[src/rtl/riscv_pkg.sv]
// Shared RISC-V pipeline definitions: NOP encoding, register-field slices, fetch FSM states.
// Latency: n/a (types, constants and helpers only).
// Backpressure: n/a.
package riscv_pkg;

  localparam logic [31:0] NOP_INSTR = 32'h0000_0013;  // addi x0, x0, 0

  localparam int REG_W   = 5;
  localparam int RD_LSB  = 7;
  localparam int RS1_LSB = 15;
  localparam int RS2_LSB = 20;

  typedef enum logic [1:0] {
    ST_FETCH = 2'd0,
    ST_WAIT  = 2'd1,
    ST_HOLD  = 2'd2
  } fetch_state_t;

  function automatic logic [REG_W-1:0] get_rd(input logic [31:0] instr);
    return instr[RD_LSB +: REG_W];
  endfunction

  function automatic logic [REG_W-1:0] get_rs1(input logic [31:0] instr);
    return instr[RS1_LSB +: REG_W];
  endfunction

  function automatic logic [REG_W-1:0] get_rs2(input logic [31:0] instr);
    return instr[RS2_LSB +: REG_W];
  endfunction

endpackage

[src/rtl/if_id_reg.sv]
// IF/ID pipeline register with flush/hold/load and registered rd/rs1/rs2 decode.
// Latency: 1 cycle from load inputs to outputs.
// Backpressure: hold freezes every field; flush overrides hold and loads a bubble.
module if_id_reg
  import riscv_pkg::*;
#(
  parameter logic [31:0] RESET_PC = 32'h0000_0000
) (
  input  logic             clk,
  input  logic             reset,
  input  logic             flush,
  input  logic             hold,
  input  logic             load,
  input  logic [31:0]      load_pc,
  input  logic [31:0]      load_instr,
  output logic             valid,
  output logic [31:0]      pc,
  output logic [31:0]      instr,
  output logic [REG_W-1:0] rd,
  output logic [REG_W-1:0] rs1,
  output logic [REG_W-1:0] rs2
);

  // Flush beats hold beats load; otherwise a bubble with the PC left as is.
  always_ff @(posedge clk) begin
    if (reset) begin
      valid <= 1'b0;
      pc    <= RESET_PC;
      instr <= NOP_INSTR;
      rd    <= '0;
      rs1   <= '0;
      rs2   <= '0;
    end else if (flush || (!hold && !load)) begin
      valid <= 1'b0;
      instr <= NOP_INSTR;
      rd    <= '0;
      rs1   <= '0;
      rs2   <= '0;
    end else if (!hold) begin
      valid <= 1'b1;
      pc    <= load_pc;
      instr <= load_instr;
      rd    <= get_rd(load_instr);
      rs1   <= get_rs1(load_instr);
      rs2   <= get_rs2(load_instr);
    end
  end

endmodule

[src/rtl/if_fetch_stage.sv]
// Instruction fetch: owns the PC, one outstanding imem request, loads IF/ID (IF_PERF_CNT_EN adds perf counters).
// Latency: imem response in cycle N appears in IF/ID at N+1; 2 cycles/instr with 0-wait memory.
// Backpressure: stall holds IF/ID and parks a returning word in a 1-entry buffer; redirect flushes.
module if_fetch_stage
  import riscv_pkg::*;
#(
  parameter logic [31:0] RESET_PC = 32'h0000_0000
) (
  input  logic             clk,
  input  logic             reset,
  input  logic             stall,
  input  logic             redirect_valid,
  input  logic [31:0]      redirect_pc,
  output logic             imem_req,
  output logic [31:0]      imem_addr,
  input  logic             imem_gnt,
  input  logic             imem_rvalid,
  input  logic [31:0]      imem_rdata,
  output logic             if_id_valid,
  output logic [31:0]      if_id_pc,
  output logic [31:0]      if_id_instr,
  output logic [REG_W-1:0] if_id_rd,
  output logic [REG_W-1:0] if_id_rs1,
  output logic [REG_W-1:0] if_id_rs2
`ifdef IF_PERF_CNT_EN
  ,
  output logic [31:0]      perf_fetch_cnt,
  output logic [31:0]      perf_bubble_cnt
`endif
);

  fetch_state_t state;
  logic [31:0]  fetch_pc;
  logic [31:0]  req_pc;
  logic         kill;
  logic         pend_valid;
  logic [31:0]  pend_pc;
  logic [31:0]  pend_instr;

  logic [31:0]  redirect_target;
  logic         deliver;
  logic [31:0]  deliver_pc;
  logic [31:0]  deliver_instr;

  // Masking keeps every redirect_pc bit in use while forcing word alignment.
  assign redirect_target = redirect_pc & ~32'h3;

  assign imem_req  = (state == ST_FETCH);
  assign imem_addr = fetch_pc;

  // An instruction reaches IF/ID either straight from memory or from the pending buffer.
  always_comb begin
    deliver       = 1'b0;
    deliver_pc    = req_pc;
    deliver_instr = imem_rdata;
    if (!redirect_valid && !stall) begin
      if (state == ST_WAIT && imem_rvalid && !kill) begin
        deliver = 1'b1;
      end else if (state == ST_HOLD) begin
        deliver       = 1'b1;
        deliver_pc    = pend_pc;
        deliver_instr = pend_instr;
      end
    end
  end

  // Fetch FSM; redirect is evaluated first and wins in every state.
  always_ff @(posedge clk) begin
    if (reset) begin
      state      <= ST_FETCH;
      fetch_pc   <= RESET_PC;
      req_pc     <= RESET_PC;
      kill       <= 1'b0;
      pend_valid <= 1'b0;
      pend_pc    <= RESET_PC;
      pend_instr <= NOP_INSTR;
    end else if (redirect_valid) begin
      fetch_pc   <= redirect_target;
      pend_valid <= 1'b0;
      case (state)
        ST_FETCH: begin
          // A request granted this cycle belongs to the old path.
          if (imem_gnt) begin
            state <= ST_WAIT;
            kill  <= 1'b1;
          end
        end
        ST_WAIT: begin
          if (imem_rvalid) begin
            state <= ST_FETCH;
            kill  <= 1'b0;
          end else begin
            kill  <= 1'b1;
          end
        end
        default: state <= ST_FETCH;
      endcase
    end else begin
      case (state)
        ST_FETCH: begin
          if (imem_gnt) begin
            req_pc   <= fetch_pc;
            fetch_pc <= fetch_pc + 32'd4;
            state    <= ST_WAIT;
          end
        end
        ST_WAIT: begin
          if (imem_rvalid) begin
            if (kill) begin
              kill  <= 1'b0;
              state <= ST_FETCH;
            end else if (!stall) begin
              state <= ST_FETCH;
            end else begin
              pend_valid <= 1'b1;
              pend_pc    <= req_pc;
              pend_instr <= imem_rdata;
              state      <= ST_HOLD;
            end
          end
        end
        ST_HOLD: begin
          if (!stall) begin
            pend_valid <= 1'b0;
            state      <= ST_FETCH;
          end
        end
        default: state <= ST_FETCH;
      endcase
    end
  end

  if_id_reg #(
    .RESET_PC (RESET_PC)
  ) u_if_id_reg (
    .clk        (clk),
    .reset      (reset),
    .flush      (redirect_valid),
    .hold       (stall),
    .load       (deliver),
    .load_pc    (deliver_pc),
    .load_instr (deliver_instr),
    .valid      (if_id_valid),
    .pc         (if_id_pc),
    .instr      (if_id_instr),
    .rd         (if_id_rd),
    .rs1        (if_id_rs1),
    .rs2        (if_id_rs2)
  );

`ifdef IF_PERF_CNT_EN
  // Every non-reset cycle either loads a real instruction or counts as a bubble/hold.
  always_ff @(posedge clk) begin
    if (reset) begin
      perf_fetch_cnt  <= '0;
      perf_bubble_cnt <= '0;
    end else if (deliver) begin
      perf_fetch_cnt  <= perf_fetch_cnt + 32'd1;
    end else begin
      perf_bubble_cnt <= perf_bubble_cnt + 32'd1;
    end
  end
`endif

endmodule

[config.mk]
export PLATFORM = sky130hd
export DESIGN_NAME = if_fetch_stage
export DESIGN_NICKNAME = d
export VERILOG_FILES = /design/src/rtl/riscv_pkg.sv /design/src/rtl/if_id_reg.sv /design/src/rtl/if_fetch_stage.sv
export SDC_FILE = /design/constraint.sdc
export NUM_CORES = 1
export LEC_CHECK = 0
export CORE_MARGIN = 2
export CORE_UTILIZATION = 45
export DETAILED_ROUTE_END_ITERATION = 7
export GPL_TIMING_DRIVEN = 0
export PLACE_DENSITY = 0.71
export SYNTH_ARGS = -nofsm -noshare
export SYNTH_HDL_FRONTEND = slang
export SYNTH_HIERARCHICAL = 1
export SYNTH_SLANG_ARGS = --single-unit
[constraint.sdc]
create_clock -name clk -period 5.6 [get_ports clk]
set_input_delay 1.4 -clock clk [delete_from_list [all_inputs] [get_ports clk]]
set_output_delay 1.4 -clock clk [all_outputs]
set_load 0.02 [all_outputs]
* After elaboration in Yosys (flattened, before gate mapping)
Index checks and enable logic that the tools add are counted.
** Storage, ports and cells
- Bits in registers :: 211
- Output and inout port bits :: 113
- Word-level logic and storage cells :: 74
** Operators by class
- $add $sub $neg :: 1
- Equality and inequality tests :: 5
- Multiplexer cells :: 27
- Bitwise operators :: 4
- Reduce and logical (&&, ||, !) cells :: 24
** Operators by type and width (number)
- 2-to-1 mux 32 bit :: 9
- adder 32 x 3 -> 32 bit (second input constant) :: 1
- 2-to-1 mux 2 bit :: 7
- nonzero test 2 bit :: 5
- 2-to-1 mux 1 bit :: 8
- AND reduction 2 bit :: 4
- one-hot mux 2 bit (3 select lines) :: 1
- AND reduction 5 bit :: 1
- logical AND 1 bit :: 4
- logical NOT 1 bit :: 4
- NOT 1 bit :: 4
- one-hot mux 2 bit (2 select lines) :: 1
- AND reduction 4 bit :: 1
- OR reduction 2 bit :: 2
- inequality test 3 x 2 -> 1 bit (second input constant) :: 1
- inequality test 3 bit (second input constant) :: 1
- AND reduction 3 bit :: 1
- == test 2 x 1 -> 1 bit (second input constant) :: 1
- == test 2 bit (second input constant) :: 1
- logical NOT 2 bit :: 1
- inequality test 2 bit (second input constant) :: 1
- one-hot mux 1 bit (2 select lines) :: 1
- logical OR 1 bit :: 1

* Depth between registers and ports, before layout
Gate-level depths: netlist of run 1.
- Depth after elaboration :: 10
- Mapped depth :: 8
- Depth with buffers taken out :: 5

* Hierarchy
The synthesis of run 1 kept the hierarchy.
** By module, submodules not included
- if_fetch_stage :: instances 1, cells each 714, area each 5914.4 um^2, sequential area each 2502.4 um^2
- if_id_reg :: instances 1, cells each 301, area each 3035.4 um^2, sequential area each 1301.2 um^2

* Least setup slack after synthesis of run 1
No wires, ideal clock.
- Path kind :: input-to-reg
- Start point :: in imem_rvalid
- End point :: reg u_if_id_reg.pc[10]
- Library setup time :: 72 ps
- Arrival :: 2828 ps
- Data required time :: 5528 ps
- Slack :: 2701 ps
- Cell stages on the path :: 7
- Cells stage by stage :: nor4bb_1 -> a21oi_1 -> nor3_1 -> nor3b_2 -> buf_6 -> buf_12 -> mux2i_1
** On the way
- Word-level cells in the longest chain between the ends :: 9
** RTL lines
- start: declaration :: line if_fetch_stage.sv:17 : input logic imem_rvalid,
- logical AND 1 bit (2 in a row) :: line if_fetch_stage.sv:57 : if (state == ST_WAIT && imem_rvalid && !kill) begin
- 2-to-1 mux 1 bit :: line if_fetch_stage.sv:57
- 2-to-1 mux 1 bit :: line if_fetch_stage.sv:56 : if (!redirect_valid && !stall) begin
- named net deliver :: line if_fetch_stage.sv:41 : logic deliver;
- logical NOT 1 bit :: line if_id_reg.sv:33 : end else if (flush || (!hold && !load)) begin
- logical AND 1 bit :: line if_id_reg.sv:33
- logical OR 1 bit :: line if_id_reg.sv:33
- NOT 1 bit (no source line)
- AND reduction 2 bit (no source line)
- end signal: assignment :: line if_id_reg.sv:41 : pc <= load_pc;
- end: declaration :: line if_id_reg.sv:17 : output logic [31:0] pc,
The timed path passes the listed nets, and every way through them passes these cells.
A chain may end at the register's enable or synchronous reset.

* Final worst setup path of run 1
- Start point :: in redirect_valid
- End point :: reg u_if_id_reg.pc[11]
** On the way
- Word-level cells in the longest chain between the ends :: 8
** RTL lines
- start: declaration :: line if_fetch_stage.sv:12 : input logic redirect_valid,
- logical NOT 1 bit :: line if_fetch_stage.sv:56
- logical AND 1 bit :: line if_fetch_stage.sv:56
- 2-to-1 mux 1 bit :: line if_fetch_stage.sv:56
- named net deliver :: line if_fetch_stage.sv:41
- logical NOT 1 bit :: line if_id_reg.sv:33
- logical AND 1 bit :: line if_id_reg.sv:33
- logical OR 1 bit :: line if_id_reg.sv:33
- NOT 1 bit (no source line)
- AND reduction 2 bit (no source line)
The timed path passes the listed nets, and every way through them passes these cells.

==> results of run 1 <==
[sequential cells by signal, indices dropped and copies added, names as in the netlist]
signal	flops
req_pc	30
pend_pc	30
kill	1
state	2
imem_addr	30
u_if_id_reg/pc	32
pend_instr	32
u_if_id_reg/valid	1
u_if_id_reg/instr	32
[per-stage QoR]
stage,util,cell area (sq um)
2_1_floorplan,-,8960
3_3_place_gp,0.568,11100
3_5_place_dp,0.568,11100
4_1_cts,0.604,11700
5_1_grt,0.604,11700
6_report,0.604,11700
[routing by layer]
layer	vias up	part of all wire
li1	3857	-
met1	3667	0.48
met2	215	0.45
met3	28	0.050
met4	0	0.019
met5	-	0
[area by class of cell]
cell class	instances	share of cell area
buffer	94	0.0517
clock buffer	19	0.0386
clock inverter	13	0.0197
inverter	10	0.00319
multi-input combinational	724	0.384
sequential	190	0.324
tap	265	0.0282
timing repair buffer	177	0.151
[tightest hold or removal path: stages, from the launching register on]
cell,delay (ns)
dfxtp_1,0.31
nand2_1,0.05
a21oi_1,0.05
[power breakdown]
part	total, W	switching (W)	internal (W)	leakage [nW]
clock network	0.00141	0.000543	0.000865	0.330
logic	0.000283	0.000143	0.000140	2.12
registers	0.00142	0.0000417	0.00138	1.54
[cells in the mapped netlist (12+ instances only)]
cell	n	area, sq um
clkbuf_1	37	139
mux2_2	57	642
nand3_1	12	60.1
nor2_1	32	120
a21oi_2	29	254
buf_4	19	143
nand2_1	226	848
nand2b_1	64	400
buf_2	20	100
a21oi_1	95	475
mux2i_1	34	340
dfxtp_1	190	3800
nand3b_1	33	248
[cells by family (layout without fill, tap and decap cells)]
kind of cell,count (synthesis),count (layout),share of synthesized area
AO/OA/AOI/OAI,175,175,0.123
XOR/XNOR,10,10,0.00979
adder cells (fa/ha/maj),1,1,0.00140
buffers and inverters,104,313,0.0720
flip-flops,190,190,0.425
multiplexers,96,96,0.116
other,1,4,0.000419
AND/OR/NAND/NOR,438,438,0.252
[worst min path at each step]
| stage | from | endpoint | depth (start not counted) | slack (ns) |
|---|---|---|---|---|
| after floorplan | pend_instr[0]$_SDFFE_PP1P_ | pend_instr[0]$_SDFFE_PP1P_ | 2 | 0.43 |
| after global placement | pend_pc[19]$_SDFFE_PP0P_ | pend_pc[19]$_SDFFE_PP0P_ | 2 | 0.44 |
| after detailed placement | pend_pc[8]$_SDFFE_PP0P_ | pend_pc[8]$_SDFFE_PP0P_ | 2 | 0.44 |
| after CTS | pend_pc[8]$_SDFFE_PP0P_ | pend_pc[8]$_SDFFE_PP0P_ | 2 | 0.45 |
| after global routing | pend_pc[8]$_SDFFE_PP0P_ | pend_pc[8]$_SDFFE_PP0P_ | 2 | 0.46 |
| final | pend_pc[4]$_SDFFE_PP0P_ | pend_pc[4]$_SDFFE_PP0P_ | 2 | 0.45 |
==> results.md, run 1 <==
- Initial antenna violation count: 0
- CP delay by family, top: buffers and inverters
- Largest stage delay, worst path: about 0.69 ns
- Most common cell after layout, fill and taps aside: nand2_1
- Status: completed
- Met3 Resource Use GR: 0.0399
- Pin count of the biggest net entering global routing: 17
- N_diodes: 0
- Synth-to-layout area growth: 31.3%
- Post-synth EDFFs: 0
- Vias per cell: between 5 and 6
- Final Non-Filler Cells: between 1000 and 1500
- Share of cells above drive strength 1: 0.155
- # DRC: 0
- Clock Sinks: 190
- DR WL/cell: between 15 and 20 um
- Overall power: about 0.0031 W
- Fin worst setup slack: 1.63 ns
- Post-route minimum period: between 3 and 4 ns
- Total CTS buffers: 17
- Largest fanout on the critical path: 10
- Placed insts: ~1500
- Slowest stage cell, crit path: clkdlybuf4s50_1
- Root Driver: clkbuf_16
- Hold Crit Class: reg -> reg
- FMAX: roughly 250 MHz
- CP Depth: 8
- Worst setup startpoint: redirect_valid
- H-tree depth: 4
- Hold buffers post-CTS: 0
- Leakage: around 4.0 nW
- Die X: about 150 um
- GRT Residual Overflow: 0
- CP startpoint kind: input port
- Post-synth top flop: dfxtp_1
- Worst setup EP type: flop
- Global-route wire length before repair: ~38000 um
- Most numerous cell on the critical path: clkbuf_1
- DRT antenna net count: 0
- Worst skew pair latency: approximately 0.44 ns
- Headroom to the max-slew limit: 0.553
- Post-CTS sizing: 0
- Synth Warn #: 6
- # rows: 51
- Worst-path clk slew: approximately 0.070 ns
- Number of global-route vias before repair: roughly 7400
- Max cap viols: 0
- Register area: approximately 3800 sq um
- Final Hold Viols: 0
- Fill count: approximately 1800
- Post CTS Setup Buffer Count: 0
- HPWL Detailed: between 15000 and 20000 um
- Maximum vdd drop: between 200 and 250 uV
- RSZ-0062 raised after global routing: no
- Clock Skews: between 0.01 and 0.015 ns
- Crit path to: u_if_id_reg/pc[11]$_SDFFE_PP0P_
- Port bufs: roughly 180
- Worst path arrival time: 4.33 ns
- M1 GR Usage: 0.316
- Dpl ws: 1.20 ns
- TritonRoute pass-1 iters: 5
- Register area share after synthesis: 0.425
- # nets final: approximately 1300
- Reg-to-reg endpoint: u_if_id_reg/pc[11]$_SDFFE_PP0P_
- CTS tree: built
- GR Util met2: 0.350
- Yosys reg bits: 190
- # setup viols final: 0
- Most frequent cells in the layout: 226 x nand2_1, 190 x dfxtp_1, 177 x clkdlybuf4s50_1, 95 x a21oi_1, 64 x nand2b_1
- Mapped cell area: 8950 sq um
- Setup CP Type: in -> reg
- Routed Wire Length: between 20000 and 25000 um
- Post-Syn Instances: between 1000 and 1500
- Max-slew violations: 0
- Least-Margin Pin Slew: between 0.6 and 0.7 ns
- Power Density: 265 nW/um^2
- Ys async rst share: 0
- Busiest grt layer: met2
- WP buf/inv: 5
- Clock buffer depth: 2
- # IOs: 183
- Synth unique cells: 61
- DR vias: a little under 8000
- R2r worst-path depth: 8
- Initial Utilization: 0.460
- Synth Area per Inst: ~8.8 sq um
- Worst R2R Start: state[0]$_SDFFE_PP0P_
- Fin Setup TNS: 0 ns
- Cell Chain, Critical Path: clkdlybuf4s50_1 > clkbuf_1 > clkbuf_1 > nor3_1 > nor3b_2 > buf_6 > buf_12 > mux2i_1
- Overall Global Routing Usage: 0.224
- Tcrit/Tclk final: 0.708
- DIE AREA: between 20000 and 25000 sq um
- Worst reg-to-reg setup slack: 3.09 ns
- Area of the multi-input gates: approximately 4500 sq um
- GPL Wtd Cong: between 0.8 and 0.9
- Die height: roughly 150 um
- Critical Path RT: a little under 6 ns
- 1st-iter DRT viols: 688
- Total core area: slightly below 20000 sq um
- Hold Slack: 0.452 ns
(Power assumes the default switching activity.)
==> run 2, diff against run 1 <==
--- a/config.mk
+++ b/config.mk
@@ -9,7 +9,7 @@
 export CORE_UTILIZATION = 45
 export DETAILED_ROUTE_END_ITERATION = 7
 export GPL_TIMING_DRIVEN = 0
-export PLACE_DENSITY = 0.71
+export PLACE_DENSITY = 0.74
 export SYNTH_ARGS = -nofsm -noshare
 export SYNTH_HDL_FRONTEND = slang
 export SYNTH_HIERARCHICAL = 1
==> constraint.sdc (replaced) <==
create_clock -name clk -period 3.5 [get_ports clk]
set_input_delay 0.875 -clock clk [delete_from_list [all_inputs] [get_ports clk]]
set_output_delay 0.875 -clock clk [all_outputs]
set_load 0.02 [all_outputs]
==> results.md, run 2 (synthesis gave the netlist of run 1 again) <==
- Fin area: between 10000 and 15000 sq um
- Worst skew pair latency: 0.43 ns
- Hold Crit Class: reg -> reg
- # nets final: between 1000 and 1500
- # setup viols final: 0
- Die X: between 100 and 150 um
- TritonRoute pass-1 iters: 5
- # IOs: approximately 180
- DR vias: around 7800
- Final Hold Viols: 0
- Final Non-Filler Cells: between 1000 and 1500
- FMAX: approximately 310 MHz
- Post-CTS sizing: 0
- Fin util: 0.601
- Setup CP Type: in -> reg
- Number of global-route vias before repair: about 7400
- Headroom to the max-slew limit: 0.588
- GPL Wtd Cong: around 0.85
- CTS tree: built
- RSZ-0062 raised after global routing: no
- Worst path arrival time: between 3 and 4 ns
- Port bufs: between 150 and 200
- HPWL Detailed: between 15000 and 20000 um
- Placed cell areas: around 11000 sq um
- GRT Residual Overflow: 0
- Die height: roughly 150 um
- Power Density: about 400 nW/um^2
- Most common cell after layout, fill and taps aside: nand2_1
- Least-Margin Pin Slew: 0.616 ns
- Placed insts: 1460
- Routed Wire Length: around 24000 um
- # DRC: 0
- Seq pwr share: 0.472
- Psw: ~0.0012 W
- Synth-to-layout area growth: 30.7%
- Internal power: between 0.003 and 0.004 W
- Switching fraction of total power: 0.241
- DIE AREA: between 20000 and 25000 sq um
- Initial Utilization: 0.460
- Total core area: between 15000 and 20000 sq um
- Critical Path RT: 3.86 ns
- DR WL/cell: between 15 and 20 um
- Total CTS buffers: 17
- Clock buffer depth: 2
- # rows: ~50
- Overall Global Routing Usage: 0.228
- Global-route wire length before repair: ~39000 um
- Share of cells above drive strength 1: 0.154
- Clock network power share: 0.433
- Worst-path clk slew: 0.06 ns
- Largest registers: pend_instr x32, u_if_id_reg/instr x32, u_if_id_reg/pc x32
- Clock Skews: slightly above 0.009 ns
- Initial antenna violation count: 0
- Comb pwr share: 0.095
- Max-slew violations: 0
- DRT antenna net count: 0
- Post CTS Setup Buffer Count: 0
- Root Driver: clkbuf_16
- 1st-iter DRT viols: 484
- Most frequent cells in the layout: 226 x nand2_1, 190 x dfxtp_1, 177 x clkdlybuf4s50_1, 95 x a21oi_1, 64 x nand2b_1
- Leakage: between 3 and 4 nW
- Pin count of the biggest net entering global routing: 17
- Tcrit/Tclk final: 0.935
- Vias per cell: around 5.2
- N_diodes: 0
- Overall power: 0.00481 W
- Hold buffers post-CTS: 0
- Post-route minimum period: approximately 3.3 ns
- CP startpoint kind: input port
- Hold Slack: between 0.4 and 0.5 ns
- Clock Sinks: 190
- Worst setup EP type: flop
- Max cap viols: 0
- Largest fanout on the critical path: 10
- Maximum vdd drop: around 350 uV
- Status: completed
- H-tree depth: 4
==> run 2: cell types whose count changed in the layout (fill, tap and decap cells not counted), sizes merged <==
cell	change
clkinvlp	-1
clkinv	+2
bufinv	-2
==> run 2: per-layer routing <==
metal / share of wire / GRT usage / vias up
li1: - / - / 3857
met5: 0 / 0 / -
met4: 0.016 / 0.0609 / 0
met3: 0.045 / 0.0377 / 33
met2: 0.45 / 0.360 / 231
met1: 0.49 / 0.325 / 3629
==> run 2: power groups by stage <==
stage	Sequential, W	Clock, W	Combinational [W]
floorplan	0.00232	0	0.000219
global placement	0.00232	0	0.000447
detailed placement	0.00232	0	0.000451
CTS	0.00227	0.00211	0.000455
global route	0.00228	0.00220	0.000490
finish	0.00227	0.00208	0.000457
==> run 2: worst paths after layout <==
check | startpoint | endpoint | slack [ns] | cells after the start
hold reg to reg | pend_instr[23]$_SDFFE_PP0P_ | pend_instr[23]$_SDFFE_PP0P_ | 0.45 | 2
setup / recovery | redirect_valid | u_if_id_reg/pc[5]$_SDFFE_PP0P_ | 0.23 | 8
setup reg to reg | state[0]$_SDFFE_PP0P_ | u_if_id_reg/pc[5]$_SDFFE_PP0P_ | 1.19 | 8
hold / removal | pend_instr[23]$_SDFFE_PP0P_ | pend_instr[23]$_SDFFE_PP0P_ | 0.45 | 2
==> run 2: critical path, stage by stage <==
cell             delay (ns)
clkdlybuf4s50_1        0.70
clkbuf_1               0.33
clkbuf_1               0.34
nor3_2                 0.51
nor3b_2                0.34
buf_6                  0.19
buf_12                 0.15
mux2i_1                0.18
==> run 2: stage by stage <==
stage	setup TNS, ns	setup WS (ns)
after CTS	0	0.0164
after global placement	-24.52	-0.483
final	0	0.226
after floorplan	0	1.13
after global routing	0	0.0573
after detailed placement	-18.34	-0.396
==> run 2: layout make-up <==
class,count,area [sq um]
fillers,1723,7760
multi-input cells,724,4520
flip-flops and latches,190,3800
repair buffers,177,1770
plain buffers,94,607
clock buffers,19,443
well taps,265,332
clock inverters,12,185
inverters,10,37.5
==> run 3, diff against run 2 <==
--- a/config.mk
+++ b/config.mk
@@ -5,7 +5,7 @@
 export SDC_FILE = /design/constraint.sdc
 export NUM_CORES = 1
 export LEC_CHECK = 0
-export CORE_MARGIN = 2
+export CORE_MARGIN = 1
 export CORE_UTILIZATION = 45
 export DETAILED_ROUTE_END_ITERATION = 7
 export GPL_TIMING_DRIVEN = 0
==> constraint.sdc (replaced) <==
create_clock -name clk -period 2.7 [get_ports clk]
set_input_delay 0.675 -clock clk [delete_from_list [all_inputs] [get_ports clk]]
set_output_delay 0.675 -clock clk [all_outputs]
set_load 0.02 [all_outputs]
==> results.md, run 3 (synthesis gave the netlist of run 1 again) <==
- R2r worst-path depth: 6
- FMAX: slightly below 400 MHz
- Fin Setup TNS: 0 ns
- Worst reg-to-reg setup slack: roughly 0.38 ns
- Worst skew pair latency: 0.42 ns
- DRT antenna net count: 0
- Met2 WL post-DR: ~11000 um
- GRT Residual Overflow: 0
- Hold depth: 2
- Setup CP Type: reg -> out
- Largest fanout on the critical path: 9
- # rows: 51
- Max-slew violations: 0
- Fin area: about 12000 sq um
- Largest registers: pend_instr x32, u_if_id_reg/instr x32, u_if_id_reg/pc x32
- Placed insts: 1460
- DR vias: just under 8000
- Share of cells above drive strength 1: 0.158
- # IOs: between 150 and 200
- Die height: about 140 um
- Largest stage delay, worst path: approximately 0.68 ns
- DRT met1 WL: around 11000 um
- Most frequent cells in the layout: 226 x nand2_1, 190 x dfxtp_1, 176 x clkdlybuf4s50_1, 95 x a21oi_1, 64 x nand2b_1
- Tcrit/Tclk final: 0.949
- Worst-path clk slew: around 0.070 ns
- Clock buffer depth: 2
- DR WL/cell: about 16 um
- # setup viols final: 0
- Root Driver: clkbuf_16
- Final Non-Filler Cells: between 1000 and 1500
- Port bufs: ~180
- Leakage: between 3 and 4 nW
- Post-route minimum period: roughly 2.6 ns
- Status: completed
- N_diodes: 0
- H-tree depth: 4
- Max cap viols: 0
- Slowest stage cell, crit path: clkdlybuf4s50_1
- Worst setup EP type: primary output
- Die X: 143 um
- Synth-to-layout area growth: 31.3%
- Highest Signal Layer: met4
- Met3 WL post-DR: between 1000 and 1500 um
- CTS tree: built
- Placed cell areas: between 10000 and 15000 sq um
- Initial antenna violation count: 0
- DIE AREA: 20500 sq um
- Routed Wire Length: 23700 um
- Clock Skews: between 0.009 and 0.01 ns
- Hold Slack: 0.450 ns
- Vias per cell: just over 5
- Number of global-route vias before repair: about 7200
- Hold Crit Class: reg -> reg
- Total core area: ~20000 sq um
- Overall Global Routing Usage: 0.234
- Global-route wire length before repair: about 37000 um
- Maximum vdd drop: ~460 uV
- # nets final: 1287
- Initial Utilization: 0.460
- Power Density: ~540 nW/um^2
- Cell Chain, Critical Path: buf_4 > nor2_1 > clkdlybuf4s50_1
- TritonRoute pass-1 iters: 5
- Total CTS buffers: 17
- Headroom to the max-slew limit: 0.568
- 1st-iter DRT viols: slightly below 600
- # DRC: 0
- Worst path arrival time: between 1.5 and 2 ns
- CP startpoint kind: flop
- HPWL Detailed: around 17000 um
- Least-Margin Pin Slew: about 0.65 ns
- Most common cell after layout, fill and taps aside: nand2_1
- Final Hold Viols: 0
- GPL Wtd Cong: 0.877
- Critical Path RT: slightly above 2 ns
- Hold buffers post-CTS: 0
- Clock Sinks: 190
- Pin count of the biggest net entering global routing: 17
==> run 3: changes by cell type in the layout (fill, tap and decap cells not counted), sizes merged <==
cell	change
bufinv	+1
buf	+2
inv	-1
clkinv	-1
clkinvlp	+2
dlygate4sd2	+1
clkdlybuf4s50	-1
==> run 3: worst paths after layout <==
kind,start,endpoint
worst max-delay path,state[0]$_SDFFE_PP0P_,imem_req
worst min-delay path,pend_instr[23]$_SDFFE_PP0P_,pend_instr[23]$_SDFFE_PP0P_
worst max register to register,state[1]$_SDFFE_PP0P_,u_if_id_reg/instr[1]$_SDFFE_PP1N_
worst min register to register,pend_instr[23]$_SDFFE_PP0P_,pend_instr[23]$_SDFFE_PP0P_
==> run 3: timing repair <==
item | in CTS | in global routing
setup endpoints to repair | 65 | 35
resized for setup | 3 | 3
buffers inserted | 0 | 2
pin swaps | 0 | 1
==> run 3: worst max-delay path: cells and delay by family (launching register included) <==
family	cells	cell delay, ns
buf+inv	2	0.84
flops	1	0.30
simple gates	1	0.33
==> run 3: final cells by class <==
class / instances / area, sq um
multi-input combinational: 724 / 4530
buffer: 94 / 608
timing repair buffer: 179 / 1790
clock inverter: 13 / 211
sequential: 190 / 3800
clock buffer: 19 / 443
fill: 1739 / 7710
inverter: 10 / 37.5
tap: 265 / 332
==> run 3: per-layer routing <==
metal | track usage | vias up
met5 | 0 | -
met4 | 0.0634 | 0
met3 | 0.0412 | 25
met2 | 0.363 | 247
met1 | 0.331 | 3624
li1 | - | 3872
==> run 3: power by group <==
part / total (W) / leakage (nW) / internal, W / switching (W)
clock: 0.00278 / 0.311 / 0.00168 / 0.00110
combinational: 0.000589 / 2.14 / 0.000291 / 0.000298
sequential: 0.00294 / 1.54 / 0.00286 / 0.0000867
total: 0.00631 / 3.99 / 0.00483 / 0.00149
==> run 3: through the flow <==
step	power [W]	setup slack, ns	utilization
2_1_floorplan	0.00330	0.526	-
3_3_place_gp	0.00358	-1.01	0.568
3_5_place_dp	0.00359	-1.05	0.568
4_1_cts	0.00634	0.106	0.603
5_1_grt	0.00653	-0.0155	0.604
6_report	0.00631	0.137	0.604
